File: src/rtl/uart_byte_tx.sv
// uart_byte_tx
// Serial UART transmitter. Each accepted start request carries one byte that is
// sent LSB-first as: start bit (0), 8 data bits, optional parity bit, and
// STOP_BITS stop bits (1). Each bit is held for CLKS_PER_BIT clocks. A single
// done pulse marks the final clock of the last stop bit. A new byte may be
// accepted in that same cycle, so frames can run back-to-back with no idle gap.
//
// Ports:
//   clock    system clock
//   reset    asynchronous, active-high reset
//   start    transmit request, honoured only while ready (IDLE or done cycle)
//   data_in  byte to send, captured in the cycle start is accepted
//   bit_o    serial line, idles high
//   busy     high while a frame is in progress, including the done cycle
//   done     one-cycle pulse in the last clock of the last stop bit
`timescale 1ns/1ps

module uart_byte_tx #(
    parameter int CLKS_PER_BIT = 868,
    parameter int PARITY       = 0,
    parameter int STOP_BITS    = 1
) (
    input  logic       clock,
    input  logic       reset,
    input  logic       start,
    input  logic [7:0] data_in,
    output logic       bit_o,
    output logic       busy,
    output logic       done
);

    localparam int            CW            = (CLKS_PER_BIT > 1) ? $clog2(CLKS_PER_BIT) : 1;
    localparam logic [CW-1:0] BAUD_LAST     = CW'(CLKS_PER_BIT - 1);
    localparam logic [CW-1:0] BAUD_PRE_LAST = CW'(CLKS_PER_BIT - 2);
    localparam logic          STOP_LAST     = 1'(STOP_BITS - 1);

    typedef enum logic [2:0] {
        IDLE,
        START_BIT,
        DATA,
        PARITY_BIT,
        STOP
    } state_t;

    state_t        state;
    logic [CW-1:0] baud_cnt;
    logic [2:0]    bit_idx;
    logic          stop_cnt;
    logic [7:0]    shift_reg;
    logic          parity_bit;
    logic          accept;

    // Odd parity makes the total count of ones odd, even parity makes it even.
    function automatic logic parity_of(input logic [7:0] d);
        return (PARITY == 1) ? ~^d : ^d;
    endfunction

    // done is itself a register, so ready depends only on state and flops;
    // start never reaches done combinationally.
    assign accept = start && ((state == IDLE) || done);

    // NOTE: every state register uses non-blocking assignment so all flops
    // update together from the same pre-edge values.
    always_ff @(posedge clock or posedge reset) begin
        if (reset) begin
            state      <= IDLE;
            baud_cnt   <= '0;
            bit_idx    <= '0;
            stop_cnt   <= 1'b0;
            // NOTE: the shift register is a plain 8-bit register (not memory),
            // so clearing it on reset costs nothing and keeps it deterministic.
            shift_reg  <= '0;
            parity_bit <= 1'b0;
            bit_o      <= 1'b1;
            busy       <= 1'b0;
            done       <= 1'b0;
        end else if (accept) begin
            // Capture must happen now: upstream moves on to the next byte.
            shift_reg  <= data_in;
            parity_bit <= parity_of(data_in);
            state      <= START_BIT;
            baud_cnt   <= '0;
            bit_idx    <= '0;
            stop_cnt   <= 1'b0;
            bit_o      <= 1'b0;
            busy       <= 1'b1;
            done       <= 1'b0;
        end else begin
            case (state)
                IDLE: begin
                    bit_o <= 1'b1;
                    busy  <= 1'b0;
                    done  <= 1'b0;
                end

                START_BIT: begin
                    if (baud_cnt == BAUD_LAST) begin
                        baud_cnt <= '0;
                        bit_idx  <= '0;
                        state    <= DATA;
                        bit_o    <= shift_reg[0];
                    end else begin
                        baud_cnt <= baud_cnt + 1'b1;
                    end
                end

                DATA: begin
                    if (baud_cnt == BAUD_LAST) begin
                        baud_cnt  <= '0;
                        shift_reg <= {1'b0, shift_reg[7:1]};
                        if (bit_idx == 3'd7) begin
                            stop_cnt <= 1'b0;
                            if (PARITY != 0) begin
                                state <= PARITY_BIT;
                                bit_o <= parity_bit;
                            end else begin
                                state <= STOP;
                                bit_o <= 1'b1;
                            end
                        end else begin
                            bit_idx <= bit_idx + 3'd1;
                            bit_o   <= shift_reg[1];
                        end
                    end else begin
                        baud_cnt <= baud_cnt + 1'b1;
                    end
                end

                PARITY_BIT: begin
                    if (baud_cnt == BAUD_LAST) begin
                        baud_cnt <= '0;
                        stop_cnt <= 1'b0;
                        state    <= STOP;
                        bit_o    <= 1'b1;
                    end else begin
                        baud_cnt <= baud_cnt + 1'b1;
                    end
                end

                STOP: begin
                    if (done) begin
                        // Frame complete and no follow-on byte was offered.
                        done     <= 1'b0;
                        baud_cnt <= '0;
                        stop_cnt <= 1'b0;
                        state    <= IDLE;
                        busy     <= 1'b0;
                        bit_o    <= 1'b1;
                    end else if (baud_cnt == BAUD_LAST) begin
                        baud_cnt <= '0;
                        stop_cnt <= stop_cnt + 1'b1;
                    end else begin
                        baud_cnt <= baud_cnt + 1'b1;
                        // Raise done one edge early so it is registered and
                        // coincides with the final clock of the last stop bit.
                        done     <= (baud_cnt == BAUD_PRE_LAST) && (stop_cnt == STOP_LAST);
                    end
                end

                default: begin
                    state <= IDLE;
                    bit_o <= 1'b1;
                    busy  <= 1'b0;
                    done  <= 1'b0;
                end
            endcase
        end
    end

endmodule
File: config.mk
export PLATFORM = sky130hd
export DESIGN_NAME = uart_byte_tx
export DESIGN_NICKNAME = d
export VERILOG_FILES = /design/src/rtl/uart_byte_tx.sv
export SDC_FILE = /design/constraint.sdc
export NUM_CORES = 1
export LEC_CHECK = 0
export CAP_MARGIN = 0
export CORE_MARGIN = 2
export CORE_UTILIZATION = 50
export CTS_CLUSTER_SIZE = 40
export DETAILED_ROUTE_END_ITERATION = 10
export PLACE_DENSITY = 0.71
export SYNTH_ARGS = -nofsm -noshare
export SYNTH_HDL_FRONTEND = slang
export SYNTH_SLANG_ARGS = --single-unit
File: constraint.sdc
create_clock -name clock -period 2.3 [get_ports clock]
set_input_delay 0.575 -clock clock [delete_from_list [all_inputs] [get_ports clock]]
set_output_delay 0.575 -clock clock [all_outputs]
set_load 0.1 [all_outputs]
---- Word level (Yosys, flattened, before mapping) ----
Index checks and enable logic that the tools add are counted.
cells by class
  add/sub/neg operators ................... 3
  eq/ne operators ......................... 16
  multiplexer cells ....................... 40
  bitwise logic cells ..................... 1
  reductions and logical operators ........ 16
operator list
  cell                   count
  $mux 10                3
  $mux 3                 10
  $mux 8                 3
  $eq 10x10->1 const B   2
  $pmux 10 s2            1
  $ne 3x3->1 const B     6
  $mux 1                 17
  $pmux 3 s5             1
  $add 10x1->10 const B  1
  $reduce_and 4->1       2
  $eq 3x2->1 const B     2
  $eq 3x3->1 const B     2
  $pmux 3 s2             1
  $reduce_and 6->1       1
  $reduce_bool 3->1      2
  $reduce_and 5->1       1
  $ne 4x4->1 const B     1
  $pmux 1 s2             2
  $pmux 1 s4             1
  $reduce_and 2->1       2
  $reduce_bool 2->1      2
  $reduce_bool 4->1      1
  $add 3x1->3 const B    1
  $eq 3x1->1 const B     1
  other kinds (9)        10
storage, ports and cells
  flip-flop bits (word level) ............. 28
  input port bits ......................... 11
  word-level logic and storage cells ...... 84

---- Depth between registers and ports, before layout ----
Gate-level depths: netlist of the first run.
  word-level depth ........................ 6
  gate-level depth with buffers ........... 7
  depth with buffers taken out ............ 7

---- Least setup slack after synthesis of the first run ----
No wires, ideal clock.
  path kind ............................... reg-to-reg
  start ................................... reg done
  end ..................................... reg baud_cnt[6]
  arrival time ............................ 2.047 ns
  path slack .............................. 0.184 ns
  stages on the path, launching flop included .. 6
  buffers on the path ..................... 0
  period minus slack after synthesis ...... 2.116 ns
  cells stage by stage .................... dfrtp_1 > inv_1 > nand2_1 > o22ai_2 > or4_1 > nand3_1
on the way
  cells in the longest elaborated chain, start to end .. 3
  elaborated cells between the ends (all ways) .. 6
  classes of those cells .................. mux (3); reduce/logical (3)
RTL lines
  element                                                  line     text
  from (decl)                                              29       output logic done
  from (signal assigned)                                   156      done <= (baud_cnt == BAUD_PRE_LAST) && (stop_cnt == STOP_LAST);
  $mux 10 / $logic_or 1x1->1 (equally long branches)       141, 60
  $pmux 10 s2 / $logic_and 1x1->1 (equally long branches)  89, 60
  $mux 10 / $reduce_bool 3->1 (equally long branches)      -
  to (signal assigned)                                     103      baud_cnt <= baud_cnt + 1'b1;
  to (signal assigned)                                     136      baud_cnt <= baud_cnt + 1'b1;
  to (signal assigned)                                     153      baud_cnt <= baud_cnt + 1'b1;
  to (decl)                                                46       logic [CW-1:0] baud_cnt;
Several ways; a longest one is shown, not always the timed one.
A chain may end at the register's enable or synchronous reset.

---- Worst setup path after layout of the first run ----
  start ................................... reg state[2]
  end ..................................... reg baud_cnt[4]
on the way
  cells in the longest elaborated chain, start to end .. 4
  elaborated cells between the ends (all ways) .. 11
  classes of those cells .................. eq/ne (4); mux (2); reduce/logical (5)
RTL lines
  element                                                                      line    text
  from (decl)                                                                  45      state_t state;
  from (signal assigned)                                                       66      state <= IDLE;
  from (signal assigned)                                                       81      state <= START_BIT;
  from (signal assigned)                                                       100     state <= DATA;
  $eq 3x2->1 (tied with other cells)                                           89      case (state)
  $reduce_or 3->1 (no source line) / $logic_or 1x1->1 (equally long branches)  -
  $pmux 10 s2 / $logic_and 1x1->1 (equally long branches)                      89, 60
  $mux 10 / $reduce_bool 3->1 (equally long branches)                          -
  to (signal assigned)                                                         103
  to (signal assigned)                                                         125     baud_cnt <= baud_cnt + 1'b1;
  to (signal assigned)                                                         136
Several ways; a longest one is shown, not always the timed one.

==> results of run 1 <==
==> Yosys cell counts (2+ instances only) <==
cell | instances | area (um^2)
inv_1 | 7 | 26.3
nor3_1 | 2 | 10.0
a32o_1 | 2 | 20.0
and3_1 | 4 | 25.0
buf_6 | 2 | 22.5
nor2b_1 | 3 | 18.8
nand2_1 | 10 | 37.5
dfrtp_1 | 27 | 676
nor2_1 | 17 | 63.8
a21oi_1 | 14 | 70.1
a31oi_1 | 2 | 12.5
buf_2 | 3 | 15.0
mux2i_1 | 7 | 70.1
a21o_1 | 4 | 30.0
a22o_1 | 7 | 61.3
xnor2_1 | 2 | 17.5
nor3b_1 | 2 | 15.0
nand3_1 | 8 | 40.0
o21ai_0 | 9 | 45.0
ha_1 | 4 | 50.1
nand4_1 | 3 | 18.8
==> critical path, delay by kind of cell, from the launching register on <==
kind / cells / cell delay (ns)
buf+inv: 1 / 0.18
simple gates: 2 / 0.33
flops: 1 / 0.67
compound gates: 2 / 0.59
==> per-stage QoR <==
step	cell area (um^2)	hold slack [ns]	power (W)
floorplan	1620	0.457	0.00110
global placement	1800	0.473	0.00119
detailed placement	1800	0.474	0.00121
CTS	1840	0.500	0.00146
global route	1840	0.540	0.00154
finish	1840	0.495	0.00144
==> cells by family after synthesis <==
logic type	share of synthesized area [%]
compound gates	22.2
xor+xnor	1.08
fa+ha+maj	3.09
buf+inv	4.63
flops	43.3
mux	4.32
simple gates	21.4
==> how the worst max path moves through the flow <==
| stage | start | endpoint | slack, ns | depth (start not counted) |
|---|---|---|---|---|
| after global routing | baud_cnt[3] | shift_reg[6] | 0.30 | 5 |
| after floorplan | done | baud_cnt[6] | 0.18 | 5 |
| after CTS | baud_cnt[4] | shift_reg[6] | 0.44 | 5 |
| after global placement | start | baud_cnt[6] | 0.21 | 4 |
| after detailed placement | start | baud_cnt[6] | 0.16 | 4 |
| final | state[2] | baud_cnt[4] | 0.44 | 5 |
==> per-layer routing <==
metal  part of all wire [%]  wire, um
met3                    3.2        99
met4                    1.4        42
met1                     48      1460
met2                     48      1460
met5                      0         0
==> where the power goes <==
part           leakage, nW  internal [W]  switching [W]
Clock               0.0210     0.0000969       0.000148
Combinational        0.453      0.000189       0.000280
Sequential           0.347      0.000623       0.000107
==> cell type report <==
cell class | instances | share of cell area (%)
multi-input cells | 122 | 46.0
well taps | 44 | 3.00
repair buffers | 19 | 9.13
flip-flops and latches | 28 | 38.2
clock buffers | 4 | 1.98
inverters | 8 | 1.64
==> run_results.csv, run 1 <==
group,metric,value,unit
run_status,status,"finished, final reports clean",
power_and_ir_drop,ir_worst_vdd,0.425,mV
place,dp_cells,221,
cells_and_area,fin_cells,225,
synthesis,ys_async_sr_fraction,100,%
floorplanning,fp-row-count,20,
worst_setup_path,critical_path_peak_fanout,13,
worst_setup_path,worstSetupPathType,"reg2reg",
synthesis,syn_avg_cell_area,9.89,um^2
floorplanning,dieArea,0.00371,mm^2
synthesis,yosysSeqAreaShare,43.3,%
global_routing,overflow,0,
cells_and_area,seqCellArea,702,um^2
power_and_ir_drop,leakagePower,0.821,nW
route,drtIter0Drc,46,
clock_tree,cts_tree,"done",
clock_tree,clock-sinks,28,
synthesis,syn_nets,179,
hold_path,hold_depth,2,
synthesis,ys_types,46,
route,drc,0,
global_routing,grt_pass1_vias,1294,
clock_tree,root_buffer,"clkbuf_4",
hold_path,holdCritPathClass,"reg2reg",
timing,hold_viol_final,0,
cells_and_area,fill_cells,277,
worst_setup_path,crit_path_end_kind,"flop",
clock_tree,insertion_delay,0.33,ns
synthesis,synth_top_flop_cell,"dfrtp_1",
floorplanning,die_y,61.0,um
global_routing,busiest_layer,"met2",
cells_and_area,area_growth_syn_to_layout,13.2,%
route,vias_per_cell,5.66,
clock_tree,cts_buffers,3,
hold_path,hp-start,"bit_o",
global_routing,grtUsageTotal,19.7,%
route,wl_per_cell,13.6,um
timing,maxSlewHeadroom,63.7,%
timing,slew_violations,0,
timing,finalWorstSetupSlack,0.444,ns
worst_setup_path,slowest_delay,0.67,ns
clock_tree,ctsHoldBuffers,0,
cells_and_area,n_antenna_cell,0,
cells_and_area,largest_reg_flops,10,
route,drt.antenna.violating_nets,0,
worst_setup_path,arrival,2.09,ns
cells_and_area,drive_above_1_share,13.3,%
timing,timing.fmax,0.539,GHz
worst_setup_path,crit_chain,"nand2_1, o22ai_2, nor2_1, buf_4, a22o_1",
synthesis,synthesis.area,0.00162,mm^2
place,finalWeightedCongestion,0.885,
cells_and_area,multiInputGateArea,845,um^2
cells_and_area,layout_commonest_cell,"dfrtp_1",
global_routing,use_met2,33.6,%
worst_setup_path,r2r_start,"state[2]",
global_routing,grt.met3_usage,2.56,%
clock_tree,path_clk_slew,0.15,ns
timing,period_share,80.7,%
worst_setup_path,cp_slowest_cell,"dfrtp_1",
global_routing,antenna_found_initial,0,
timing,finalSetupTns,0,ns
clock_tree,htreeDepth,1,
clock_tree,clockBufferDepth,2,
job,cap_violations,0,
timing,skew,0.00220,ns
hold_path,min_to,"bit_o",
worst_setup_path,crit_required,2.54,ns
worst_setup_path,reg2reg_to,"baud_cnt[4]",
floorplanning,die_x,61.0,um
global_routing,grt_max_degree,29,
global_routing,grt_util_met1,26.1,%
worst_setup_path,reg2reg_slack,0.44,ns
floorplanning,core_area,0.00308,mm^2
worst_setup_path,startpoint_type,"flop",
clock_tree,ctsResizeCount,0,
place,dp_hpwl,2.33,mm
route,wirelength,3.06,mm
timing,rsz0062_at_grt,"no",
place,io_buffers,13,
power_and_ir_drop,p_per_area,787,mW/mm^2
worst_setup_path,reg2reg_depth,5,
timing,finalSetupViolCount,0,
floorplanning,pin_count,14,
floorplanning,start_util,52.7,%
cells_and_area,finalNetCount,197,
synthesis,synth_edf_count,0,
route,vias,1273,
cells_and_area,postLayoutCoreUtil,59.6,%
timing,tightest_slew,0.545,ns
synthesis,synth-seq-cells,28,
timing,finalCriticalPeriod,1.86,ns
clock_tree,cts_setup_buffers,0,
route,firstDrtPassIters,4,
place,dp_slack,0.156,ns
cells_and_area,final_cell_mix,"dfrtp_1, nor2_1, a21oi_1",
global_routing,grt_pass1_wl,5.54,mm
synthesis,syn_inst,164,
synthesis,yosysWarnings,0,
(Power assumes the default switching activity.)
==> run 2: changes to the inputs <==
clock period = 1.9 ns   (was 2.3 ns; I/O delays follow)
==> run_results.csv, run 2 (synthesis gave the netlist of run 1 again) <==
group,metric,value,unit
cells_and_area,n_antenna_cell,0,
worst_setup_path,cp_slowest_cell,"or4_1",
cells_and_area,fill_cells,263,
floorplanning,core_area,0.00308,mm^2
worst_setup_path,critical_path_peak_fanout,7,
floorplanning,fp-row-count,20,
floorplanning,die_x,61.0,um
run_status,status,"finished, final reports clean",
timing,maxSlewHeadroom,71.6,%
global_routing,overflow,0,
timing,timing.fmax,0.561,GHz
worst_setup_path,worstSetupPathType,"reg2reg",
floorplanning,start_util,52.7,%
global_routing,grtUsageTotal,21.6,%
cells_and_area,final_cell_mix,"dfrtp_1, buf_4, nor2_1",
worst_setup_path,cpLargestDelayFamily,"simple AND/OR/NAND/NOR gates",
worst_setup_path,arrival,2.07,ns
clock_tree,cts_tree,"done",
clock_tree,ctsHoldBuffers,0,
route,vias,1341,
route,drtIter0Drc,52,
route,wl_per_cell,14.2,um
cells_and_area,finalNetCount,210,
clock_tree,htreeDepth,1,
cells_and_area,fin_cells,238,
global_routing,grt_pass1_wl,5.88,mm
clock_tree,root_buffer,"clkbuf_4",
timing,hold_viol_final,0,
clock_tree,path_clk_slew,0.15,ns
timing,finalSetupViolCount,0,
place,finalWeightedCongestion,0.835,
clock_tree,cts_buffers,3,
global_routing,antenna_found_initial,0,
place,dp_cells,230,
timing,period_share,93.8,%
worst_setup_path,crit_required,2.18,ns
route,firstDrtPassIters,4,
worst_setup_path,crit_chain,"nor2_4, xnor2_1, o22ai_2, or4_1, nand3_1",
timing,rsz0062_at_grt,"no",
power_and_ir_drop,p_per_area,928,mW/mm^2
power_and_ir_drop,leakagePower,0.890,nW
worst_setup_path,crit_buf_inv,0,
cells_and_area,area_growth_syn_to_layout,21.6,%
cells_and_area,layout_commonest_cell,"dfrtp_1",
clock_tree,insertion_delay,0.33,ns
cells_and_area,design_area,0.00197,mm^2
timing,skew,0.00571,ns
worst_setup_path,startpoint_type,"flop",
cells_and_area,drive_above_1_share,19.6,%
route,vias_per_cell,5.63,
floorplanning,dieArea,0.00371,mm^2
place,io_buffers,13,
timing,slew_violations,0,
route,wirelength,3.37,mm
place,dp_hpwl,2.49,mm
route,drc,0,
route,drt.antenna.violating_nets,0,
floorplanning,die_y,61.0,um
global_routing,grt_max_degree,29,
worst_setup_path,slowest_delay,0.53,ns
worst_setup_path,crit_path_end_kind,"flop",
timing,finalCriticalPeriod,1.78,ns
place,dp_slack,-0.0531,ns
job,cap_violations,0,
place,placedInstanceArea,0.00191,mm^2
floorplanning,pin_count,14,
clock_tree,clock-sinks,28,
power_and_ir_drop,fin_total_pwr,0.00183,W
power_and_ir_drop,ir_worst_vdd,0.621,mV
cells_and_area,largest_reg_flops,10,
timing,tightest_slew,0.425,ns
timing,finalWorstSetupSlack,0.117,ns
global_routing,grt_pass1_vias,1300,
hold_path,holdCritPathClass,"in2async",
timing,finalSetupTns,0,ns
clock_tree,clockBufferDepth,2,
run 2: cell types whose count changed in the layout (fill, tap and decap cells not counted), sizes merged:
cell | previous run | this run
buf | 9 | 22
run 2: path summary, 6_finish.rpt:
kind	startpoint	to	slack (ns)	cells past startpoint
setup / recovery	state[0]	baud_cnt[6]	0.12	5
hold / removal	reset	shift_reg[7]	0.48	3
setup reg to reg	state[0]	baud_cnt[6]	0.12	5
hold reg to reg	bit_idx[0]	bit_idx[0]	0.51	1
max in group asynchronous	reset	bit_o	1.11	3
min in group clock	bit_idx[0]	bit_idx[0]	0.51	1
run 2: tightest hold or removal path: cells and delay by family:
family,cells,cell delay [ns]
buffers and inverters,3,0.77
run 2: area by class of cell:
| cell class | count | area, um^2 | area share, % |
|---|---|---|---|
| Multi-Input combinational cell | 122 | 855 | 43.3 |
| Sequential cell | 28 | 703 | 35.7 |
| Timing Repair Buffer | 32 | 303 | 15.4 |
| Tap cell | 44 | 55.1 | 2.79 |
| Inverter | 8 | 30.0 | 1.52 |
| Clock buffer | 4 | 26.3 | 1.33 |
run 2: metrics by stage:
stage                     utilization (%)  hold slack (ns)
final                                64.1            0.476
after global routing                 64.1            0.482
after CTS                            62.8            0.481
after detailed placement             61.9            0.494
after global placement               61.9            0.474
after floorplan                         -            0.457
run 2: report_power, final:
part	switching (W)	internal, W
Combinational	0.000378	0.000314
Clock	0.000178	0.0000825
Sequential	0.000122	0.000755
run 2: repair_timing:
| item | in CTS | in global routing |
|---|---|---|
| setup endpoints to repair | 0 | 16 |
| gates resized for setup | 0 | 2 |
| endpoints found under the hold margin | 0 | 0 |
| setup buffers | 0 | 4 |
run 2: per-layer routing:
layer | routed length (um) | GRT usage, % | share of wire (%)
met2 | 1610 | 34.6 | 48
met5 | 0 | 0 | 0
met3 | 125 | 2.56 | 3.7
met1 | 1590 | 29.8 | 47
met4 | 53 | 9.01 | 1.6
==> run 3: changes to the inputs <==
CTS_CLUSTER_DIAMETER = 200   (was not set)
==> results of run 3 <==
The final DEF is identical to that of run 2; final timing and power are the same.
